$ cat src/rtl/mem_arb_pkg.sv
// Shared types and constants for the unified IF/DM memory port arbiter.
package mem_arb_pkg;

    typedef enum logic [1:0] {
        IDLE    = 2'd0,
        BUSY_IF = 2'd1,
        BUSY_DM = 2'd2,
        RESP    = 2'd3
    } arb_state_t;

    typedef enum logic {
        OWN_IF = 1'b0,
        OWN_DM = 1'b1
    } arb_owner_t;

    localparam int unsigned ARB_ADDR_W = 32;
    localparam int unsigned ARB_DATA_W = 32;
    localparam int unsigned ARB_BE_W   = ARB_DATA_W / 8;
    localparam logic [ARB_BE_W-1:0] ARB_BE_ALL = {ARB_BE_W{1'b1}};

endpackage

$ cat src/rtl/rr_pick2.sv
// Two-way round-robin picker: a lone request wins, a tie goes to the side not served last.
module rr_pick2 (
    input  logic req_a,
    input  logic req_b,
    input  logic last,
    output logic gnt_a,
    output logic gnt_b
);

    // last=1 means side b was served most recently, so a tie favours a
    always_comb begin
        gnt_a = 1'b0;
        gnt_b = 1'b0;
        if (req_a && req_b) begin
            if (last) begin
                gnt_a = 1'b1;
            end else begin
                gnt_b = 1'b1;
            end
        end else begin
            gnt_a = req_a;
            gnt_b = req_b;
        end
    end

endmodule

$ cat src/rtl/mem_port_arbiter.sv
// Shares one memory port between instruction fetch and data memory requesters,
// one transaction in flight, with a watchdog that aborts a transaction never acked.
module mem_port_arbiter
    import mem_arb_pkg::*;
#(
    parameter int unsigned ADDR_W  = ARB_ADDR_W,
    parameter int unsigned DATA_W  = ARB_DATA_W,
    parameter int unsigned TIMEOUT = 255
) (
    input  logic                  clk,
    input  logic                  rst_n,
    input  logic                  if_req,
    input  logic [ADDR_W-1:0]     if_addr,
    output logic                  if_gnt,
    output logic                  if_valid,
    output logic [DATA_W-1:0]     if_rdata,
    output logic                  if_err,
    input  logic                  dm_req,
    input  logic                  dm_we,
    input  logic [ADDR_W-1:0]     dm_addr,
    input  logic [DATA_W-1:0]     dm_wdata,
    input  logic [DATA_W/8-1:0]   dm_be,
    output logic                  dm_gnt,
    output logic                  dm_valid,
    output logic [DATA_W-1:0]     dm_rdata,
    output logic                  dm_err,
    output logic                  mem_req,
    output logic                  mem_we,
    output logic [ADDR_W-1:0]     mem_addr,
    output logic [DATA_W-1:0]     mem_wdata,
    output logic [DATA_W/8-1:0]   mem_be,
    input  logic                  mem_ack,
    input  logic [DATA_W-1:0]     mem_rdata
);

    localparam int unsigned BE_W  = DATA_W / 8;
    localparam int unsigned CNT_W = $clog2(TIMEOUT + 1);
    localparam logic [BE_W-1:0]  BE_ALL  = {BE_W{1'b1}};
    localparam logic [CNT_W-1:0] TO_LAST = CNT_W'(TIMEOUT - 1);
    localparam logic [CNT_W-1:0] CNT_MAX = {CNT_W{1'b1}};

    arb_state_t          state_r;
    arb_owner_t          owner_r;
    logic                last_dm_r;
    logic [CNT_W-1:0]    wait_cnt_r;
    logic                mem_req_r;
    logic                mem_we_r;
    logic [ADDR_W-1:0]   mem_addr_r;
    logic [DATA_W-1:0]   mem_wdata_r;
    logic [BE_W-1:0]     mem_be_r;
    logic                if_valid_r;
    logic                if_err_r;
    logic [DATA_W-1:0]   if_rdata_r;
    logic                dm_valid_r;
    logic                dm_err_r;
    logic [DATA_W-1:0]   dm_rdata_r;

    logic                pick_if_s;
    logic                pick_dm_s;
    logic                if_gnt_s;
    logic                dm_gnt_s;
    logic                busy_s;
    logic                done_s;
    logic                timeout_s;

    rr_pick2 u_pick (
        .req_a (if_req),
        .req_b (dm_req),
        .last  (last_dm_r),
        .gnt_a (pick_if_s),
        .gnt_b (pick_dm_s)
    );

    // Grants are only ever offered while the port is idle
    always_comb begin
        if_gnt_s = 1'b0;
        dm_gnt_s = 1'b0;
        if (state_r == IDLE) begin
            if_gnt_s = pick_if_s;
            dm_gnt_s = pick_dm_s;
        end else begin
            if_gnt_s = 1'b0;
            dm_gnt_s = 1'b0;
        end
    end

    // Transaction end: an ack wins over a watchdog expiry in the same cycle
    always_comb begin
        busy_s    = (state_r == BUSY_IF) || (state_r == BUSY_DM);
        done_s    = 1'b0;
        timeout_s = 1'b0;
        if (busy_s) begin
            if (mem_ack) begin
                done_s = 1'b1;
            end else if (wait_cnt_r == TO_LAST) begin
                done_s    = 1'b1;
                timeout_s = 1'b1;
            end else begin
                done_s = 1'b0;
            end
        end else begin
            done_s = 1'b0;
        end
    end

    // Arbitration FSM, request latches, watchdog and response registers
    always_ff @(posedge clk) begin
        if (!rst_n) begin
            state_r     <= IDLE;
            owner_r     <= OWN_IF;
            last_dm_r   <= 1'b0;
            wait_cnt_r  <= {CNT_W{1'b0}};
            mem_req_r   <= 1'b0;
            mem_we_r    <= 1'b0;
            mem_addr_r  <= {ADDR_W{1'b0}};
            mem_wdata_r <= {DATA_W{1'b0}};
            mem_be_r    <= {BE_W{1'b0}};
            if_valid_r  <= 1'b0;
            if_err_r    <= 1'b0;
            if_rdata_r  <= {DATA_W{1'b0}};
            dm_valid_r  <= 1'b0;
            dm_err_r    <= 1'b0;
            dm_rdata_r  <= {DATA_W{1'b0}};
        end else begin
            if_valid_r <= 1'b0;
            if_err_r   <= 1'b0;
            dm_valid_r <= 1'b0;
            dm_err_r   <= 1'b0;
            case (state_r)
                IDLE: begin
                    if (if_gnt_s || dm_gnt_s) begin
                        owner_r     <= dm_gnt_s ? OWN_DM : OWN_IF;
                        last_dm_r   <= dm_gnt_s;
                        wait_cnt_r  <= {CNT_W{1'b0}};
                        mem_req_r   <= 1'b1;
                        mem_we_r    <= dm_gnt_s & dm_we;
                        mem_addr_r  <= dm_gnt_s ? dm_addr : if_addr;
                        mem_wdata_r <= dm_gnt_s ? dm_wdata : {DATA_W{1'b0}};
                        mem_be_r    <= dm_gnt_s ? dm_be : BE_ALL;
                        state_r     <= dm_gnt_s ? BUSY_DM : BUSY_IF;
                    end else begin
                        state_r <= IDLE;
                    end
                end
                BUSY_IF, BUSY_DM: begin
                    if (done_s) begin
                        mem_req_r <= 1'b0;
                        state_r   <= RESP;
                        if (owner_r == OWN_DM) begin
                            dm_valid_r <= 1'b1;
                            dm_err_r   <= timeout_s;
                            if (timeout_s) begin
                                dm_rdata_r <= {DATA_W{1'b0}};
                            end else if (!mem_we_r) begin
                                dm_rdata_r <= mem_rdata;
                            end else begin
                                dm_rdata_r <= dm_rdata_r;
                            end
                        end else begin
                            if_valid_r <= 1'b1;
                            if_err_r   <= timeout_s;
                            if_rdata_r <= timeout_s ? {DATA_W{1'b0}} : mem_rdata;
                        end
                    end else if (wait_cnt_r != CNT_MAX) begin
                        wait_cnt_r <= wait_cnt_r + CNT_W'(1);
                    end else begin
                        wait_cnt_r <= wait_cnt_r;
                    end
                end
                RESP: begin
                    state_r <= IDLE;
                end
                default: begin
                    state_r <= IDLE;
                end
            endcase
        end
    end

    assign if_gnt    = if_gnt_s;
    assign dm_gnt    = dm_gnt_s;
    assign if_valid  = if_valid_r;
    assign if_err    = if_err_r;
    assign if_rdata  = if_rdata_r;
    assign dm_valid  = dm_valid_r;
    assign dm_err    = dm_err_r;
    assign dm_rdata  = dm_rdata_r;
    assign mem_req   = mem_req_r;
    assign mem_we    = mem_we_r;
    assign mem_addr  = mem_addr_r;
    assign mem_wdata = mem_wdata_r;
    assign mem_be    = mem_be_r;

endmodule

$ cat config.mk
export PLATFORM = sky130hd
export DESIGN_NAME = mem_port_arbiter
export DESIGN_NICKNAME = d
export VERILOG_FILES = /design/src/rtl/mem_arb_pkg.sv /design/src/rtl/rr_pick2.sv /design/src/rtl/mem_port_arbiter.sv
export SDC_FILE = /design/constraint.sdc
export NUM_CORES = 1
export LEC_CHECK = 0
export CORE_MARGIN = 1.5
export CORE_UTILIZATION = 39
export DETAILED_ROUTE_END_ITERATION = 10
export PLACE_DENSITY = 0.81
export SETUP_SLACK_MARGIN = 0.5
export SLEW_MARGIN = 20
export SYNTH_ARGS = -nofsm -noshare
export SYNTH_HDL_FRONTEND = slang
export SYNTH_SLANG_ARGS = --single-unit
$ cat constraint.sdc
create_clock -name clk -period 2.3 [get_ports clk]
set_input_delay 0.46 -clock clk [delete_from_list [all_inputs] [get_ports clk]]
set_output_delay 0.46 -clock clk [all_outputs]
set_load 0.02 [all_outputs]
==> flow_summary.ini, run 1 <==
[clocking]
cts_buffers = 17
h-tree-depth = 4
cts.sinks = 149
max-clock-path-buffers = 2
clockRootBuffer = clkbuf_16
clk_pin_slew_worst_paths_ns = 0.06
clock_latency_ns = 0.41
tritoncts = built

[layout]
drive_above_1_share_pct = 11.5
antenna_cells = 0
multi_input_area_um2 = 2060
final-seq-area_um2 = 2990
stdcell_count = 949
syn2layout_area_growth_pct = 74.0
nets = 907
fill_cells = 977

[pwr]
max-vdd-ir-drop_mv = 0.581
leakagePower_nw = 3.98
seqPwrFrac_pct = 35.1
p_int_mw = 6.13
combPwrFrac_pct = 33.6
netSwitchingPower_mw = 2.98
p_total_mw = 9.10
power_frac_clock_pct = 31.3
sw_frac_of_total_pct = 32.7
power_density_nw_per_um2 = 1030

[sta]
slew-limit-headroom_pct = 71.9
maxSlewViolCount = 0
final-hold-violation-count = 0
post-route-period-util_pct = 80.3
rsz0062_at_grt = true
clock_skew_ns = 0.00994
setup-violations-final = 0
fin_setup_tns_ns = 0
max_freq_mhz = 541
tightest_slew_ns = 0.418
fin_crit_ns = 1.85

[synth]
yosys_warnings = 0
synthTopCellsByCount = dfxtp_1 (149), nor2_1 (82), a22o_1 (64)
yosys.cell_types.count = 36
postSynthCellCount = 480
syn_area_um2 = 5080
synth_top_cells_by_area = dfxtp_1 (59%), a22o_1 (11%), a222oi_1 (6.3%), nor2_1 (6.1%), a22oi_1 (4.9%)
synth-main-ff-cell = dfxtp_1
synth_edf_count = 0
synth_top_area_share_pct = 58.7
async_flop_share_pct = 0
ys_seq_elements = 149
syn_nets = 622
syn_avg_cell_area_um2 = 10.6
synth.largest_area_cell = dfxtp_1
yosysSeqAreaShare_pct = 58.7
synth.most_common_cell = dfxtp_1

[min_path]
hold_path.class = reg2reg

[grt]
grt_pass1_vias = 4903
track_usage_pct = 23.8
grt_start_max_net_pins = 72
antenna_found_initial = 0
overflow = 0
grt_pass1_wl_mm = 24.9

[flow_run]
maxCapViolations = 0

[critical_path]
crit_type = reg2out
arrival_ns = 1.39
crit_fanout = 2
required_ns = 1.84
crit_path_end_kind = output port
cp-start-kind = register

[route]
wl_per_cell_um = 19.0
drtIter0Drc = 488
wl_met1_mm = 6.68
drtPass1Iterations = 7
drc = 0
routed_via_density = 5.45
vias = 5175
dr_wl_met2_mm = 9.29
ant_nets = 0
routed.top_layer = met4
wirelength_mm = 18.0
route.met3.wl_mm = 1.57

[floorplan]
die-area_um2 = 13700
boundaryPins = 278
core_um2 = 12700
die_h_um = 117
dieWidth_um = 117
start_util_pct = 40.1
num_rows = 41

[placed_design]
io_buffer_count = 277
dp_cells = 908
place.gp.congestion = 0.855
place_hpwl_mm = 12.0

[run_status]
outcome = complete, no violations
[routing by layer]
layer  up-vias  GRT usage (%)
met2       267           41.3
met5         -              0
met4         0           10.2
met1      2476           26.6
met3        34           7.93
li1       2398              -
[timing repair]
action	4_1_cts	5_1_grt
setup endpoints to repair	236	75
hold buffers	0	0
gates cloned	0	3
endpoints found under the hold margin	0	0
buffers inserted	2	5
pin swaps	0	6
gates resized for setup	170	24
[final timing paths]
kind,startpoint,cells past startpoint,slack (ns),to
setup / recovery,state_r[1]$_SDFFE_PN0P_,5,0.45,if_gnt
hold reg to reg,dm_rdata[16]$_SDFFE_PN0P_,1,0.46,dm_rdata[16]$_SDFFE_PN0P_
setup reg to reg,wait_cnt_r[0]$_SDFFE_PN0P_,7,0.47,dm_rdata[12]$_SDFFE_PN0P_
hold / removal,dm_rdata[16]$_SDFFE_PN0P_,1,0.46,dm_rdata[16]$_SDFFE_PN0P_
[cells by family (layout without fill, tap and decap cells)]
logic type	after synthesis	count (layout)	share of synthesized area [%]
adders and majority gates	4	4	0.985
DFF	149	149	58.7
buffers and inverters	47	344	3.82
and+or+nand+nor	110	110	8.99
AOI/OAI and AO/OA	170	170	27.5
[state kept, by name, indices dropped and copies added (netlist names)]
register and cells:
dm_rdata 32, dm_err 1, if_err 1, dm_valid 1, mem_wdata 32, if_rdata 32
mem_we 1, mem_addr 32, state_r 2, mem_be 4, owner_r 1, mem_req 1
wait_cnt_r 8, if_valid 1
[placed cells by master, fill, tap and decap left out, types with 5 or more instances in the layout]
cell / n
nand3_1: 6
buf_6: 7
dfxtp_2: 5
a222oi_1: 32
dlygate4sd2_1: 140
nand2_1: 10
a31oi_1: 5
a22o_1: 64
buf_12: 5
nor2_1: 79
a22oi_1: 33
dfxtp_1: 143
o21ai_0: 5
buf_4: 16
clkdlybuf4s50_1: 135
clkbuf_16: 19
[worst max-delay path, cell delays in order (launching register included)]
cell,delay [ns]
dfxtp_2,0.33
inv_4,0.07
ha_4,0.15
nand2_4,0.05
a21oi_4,0.21
buf_6,0.16
[power groups by stage]
stage	sequential [mW]	clock (mW)	combinational [mW]
2_1_floorplan	3.63	0	1.19
3_3_place_gp	3.21	0	2.93
3_5_place_dp	3.23	0	3.00
4_1_cts	3.18	2.88	2.87
5_1_grt	3.24	2.99	3.26
6_report	3.20	2.85	3.05
[metrics by stage]
stage          hold WS (ns)  util (%)  setup slack (ns)  cell area (µm²)
2_1_floorplan         0.452         -             0.534             5080
3_3_place_gp          0.455      64.1            -0.147             8120
3_5_place_dp          0.454      64.1            -0.131             8120
4_1_cts               0.471      68.2             0.416             8640
5_1_grt               0.480      69.8             0.390             8840
6_report              0.465      69.8             0.452             8840
[cell type report]
| class | count | area share [%] |
|---|---|---|
| clock buffers | 24 | 5.56 |
| clock inverters | 7 | 1.36 |
| inverters | 8 | 0.425 |
| multi-input cells | 284 | 23.3 |
| flip-flops and latches | 149 | 33.9 |
| well taps | 172 | 2.43 |
| repair buffers | 305 | 33.1 |
(Power assumes the default switching activity.)
==> run 2, diff against run 1 <==
Settings changed: CORE_UTILIZATION 39 to 35, PLACE_DENSITY 0.81 to 0.76.
Clock period 2.3 ns to 1.59 ns, I/O delays scaled along.
==> flow_summary.ini, run 2 (synthesis results as in run 1) <==
[critical_path]
r2r-end = if_rdata[7]$_SDFFE_PN0P_
cp-start-kind = register
r2r_cells = 8
required_ns = 1.89
crit_type = reg2reg
crit_path_end_kind = register
r2r_start = wait_cnt_r[0]$_SDFFE_PN0P_
crit_fanout = 8
arrival_ns = 2.05
rrSetupSlack_ns = -0.16

[route]
routed_via_density = 5.50
vias = 5804
wl_per_cell_um = 20.2
drtPass1Iterations = 8
drc = 0
wirelength_mm = 21.4
drtIter0Drc = 493
ant_nets = 0

[placed_design]
io_buffer_count = 277
place.gp.congestion = 0.761
dpl_cell_area_um2 = 8490
place_hpwl_mm = 12.0

[sta]
final-hold-violation-count = 0
max_freq_mhz = 572
slew-limit-headroom_pct = 75.4
rsz0062_at_grt = true
tightest_slew_ns = 0.370
post-route-period-util_pct = 110
fin_crit_ns = 1.75
maxSlewViolCount = 0
clock_skew_ns = 0.0139
finalWorstSetupSlack_ns = -0.160
setup-violations-final = 105

[grt]
grt_start_max_net_pins = 72
grt_pass1_wl_mm = 28.5
antenna_found_initial = 0
grt_pass1_vias = 5452
overflow = 0
track_usage_pct = 24.3

[clocking]
tritoncts = built
cts_buffers = 17
clockRootBuffer = clkbuf_16
h-tree-depth = 4
max-clock-path-buffers = 2
clock_latency_ns = 0.43
cts.sinks = 149
clk_pin_slew_worst_paths_ns = 0.06

[layout]
antenna_cells = 0
final-seq-area_um2 = 3170
design_area_um2 = 10600
final_common_cell = buf_6
final_cell_mix = buf_6 (154), dfxtp_2 (140), clkdlybuf4s50_1 (136)
fill_cells = 845
syn2layout_area_growth_pct = 109
nets = 1005
multi_input_area_um2 = 2310
drive_above_1_share_pct = 58.4

[pwr]
p_total_mw = 15.6
power_density_nw_per_um2 = 1470
max-vdd-ir-drop_mv = 0.754
leakagePower_nw = 4.44

[floorplan]
die-area_um2 = 15200
core_um2 = 14000
boundaryPins = 278
num_rows = 43
dieWidth_um = 123
start_util_pct = 36.2
die_h_um = 123

[min_path]
worstHoldPathCells = 3
hold_end = mem_req$_SDFFE_PN0P_
worstHoldStart = rst_n
hold_path.class = in2reg

[run_status]
outcome = complete, but fails checks
violations = setup timing

[flow_run]
maxCapViolations = 0
==> run 2: worst max-delay path by stage <==
| stage | startpoint | to | slack, ns |
|---|---|---|---|
| floorplan | state_r[1]$_SDFFE_PN0P_ | wait_cnt_r[1]$_SDFFE_PN0P_ | -0.12 |
| global placement | dm_req | if_gnt | -0.47 |
| detailed placement | dm_req | if_gnt | -0.45 |
| CTS | state_r[1]$_SDFFE_PN0P_ | mem_addr[7]$_SDFFE_PN0P_ | -0.11 |
| global route | wait_cnt_r[0]$_SDFFE_PN0P_ | if_rdata[7]$_SDFFE_PN0P_ | -0.24 |
| finish | wait_cnt_r[0]$_SDFFE_PN0P_ | if_rdata[7]$_SDFFE_PN0P_ | -0.16 |
==> run 2: stage by stage <==
stage / cells / hold slack (ns) / setup slack (ns) / TNS, ns / util [%]
2_1_floorplan: 480 / 0.433 / -0.123 / -0.123 / -
3_3_place_gp: 943 / 0.455 / -0.467 / -30.37 / 60.5
3_5_place_dp: 943 / 0.458 / -0.452 / -34.75 / 60.5
4_1_cts: 1018 / 0.480 / -0.108 / -3.75 / 71.4
5_1_grt: 1056 / 0.298 / -0.238 / -17.15 / 75.5
6_report: 1056 / 0.307 / -0.160 / -8.96 / 75.5
==> run 2: cell type report <==
class                   count  area share, %
multi-input cells         284           21.8
clock inverters            13           1.82
inverters                   8          0.378
flip-flops and latches    149           29.9
clock buffers              19           4.27
repair buffers            403           39.7
well taps                 180           2.13
==> run 2: routing by layer <==
metal	wire length [µm]	share of wire, %	GRT usage (%)
met1	7710	36	26.6
met2	11100	52	43.9
met3	1910	8.9	7.56
met4	626	2.9	9.27
met5	0	0	0
==> run 2: power by group <==
group	total, mW	switching, mW	internal (mW)
logic	6.33	3.01	3.32
clock network	4.42	1.69	2.74
registers	4.84	0.433	4.41
==> run 2: what timing repair did <==
item,in CTS,in global routing
gates cloned,4,5
hold endpoints to repair,0,0
setup endpoints to repair,289,289
hold buffers,0,0
pin swaps,36,20
setup buffers,39,33
resized for setup,1014,48
==> run 2: worst max-delay path, stage by stage (launching register included) <==
cell       delay [ns]
dfxtp_4          0.36
inv_4            0.06
ha_4             0.12
nand4_1          0.17
buf_4            0.20
o21ai_4          0.16
a21oi_4          0.13
clkbuf_16        0.19
a22o_1           0.22
==> run 3, diff against run 2 <==
Settings changed: CAP_MARGIN set to 15.
==> results of run 3 <==
Final layout, timing and power as in run 2 (identical DEF).
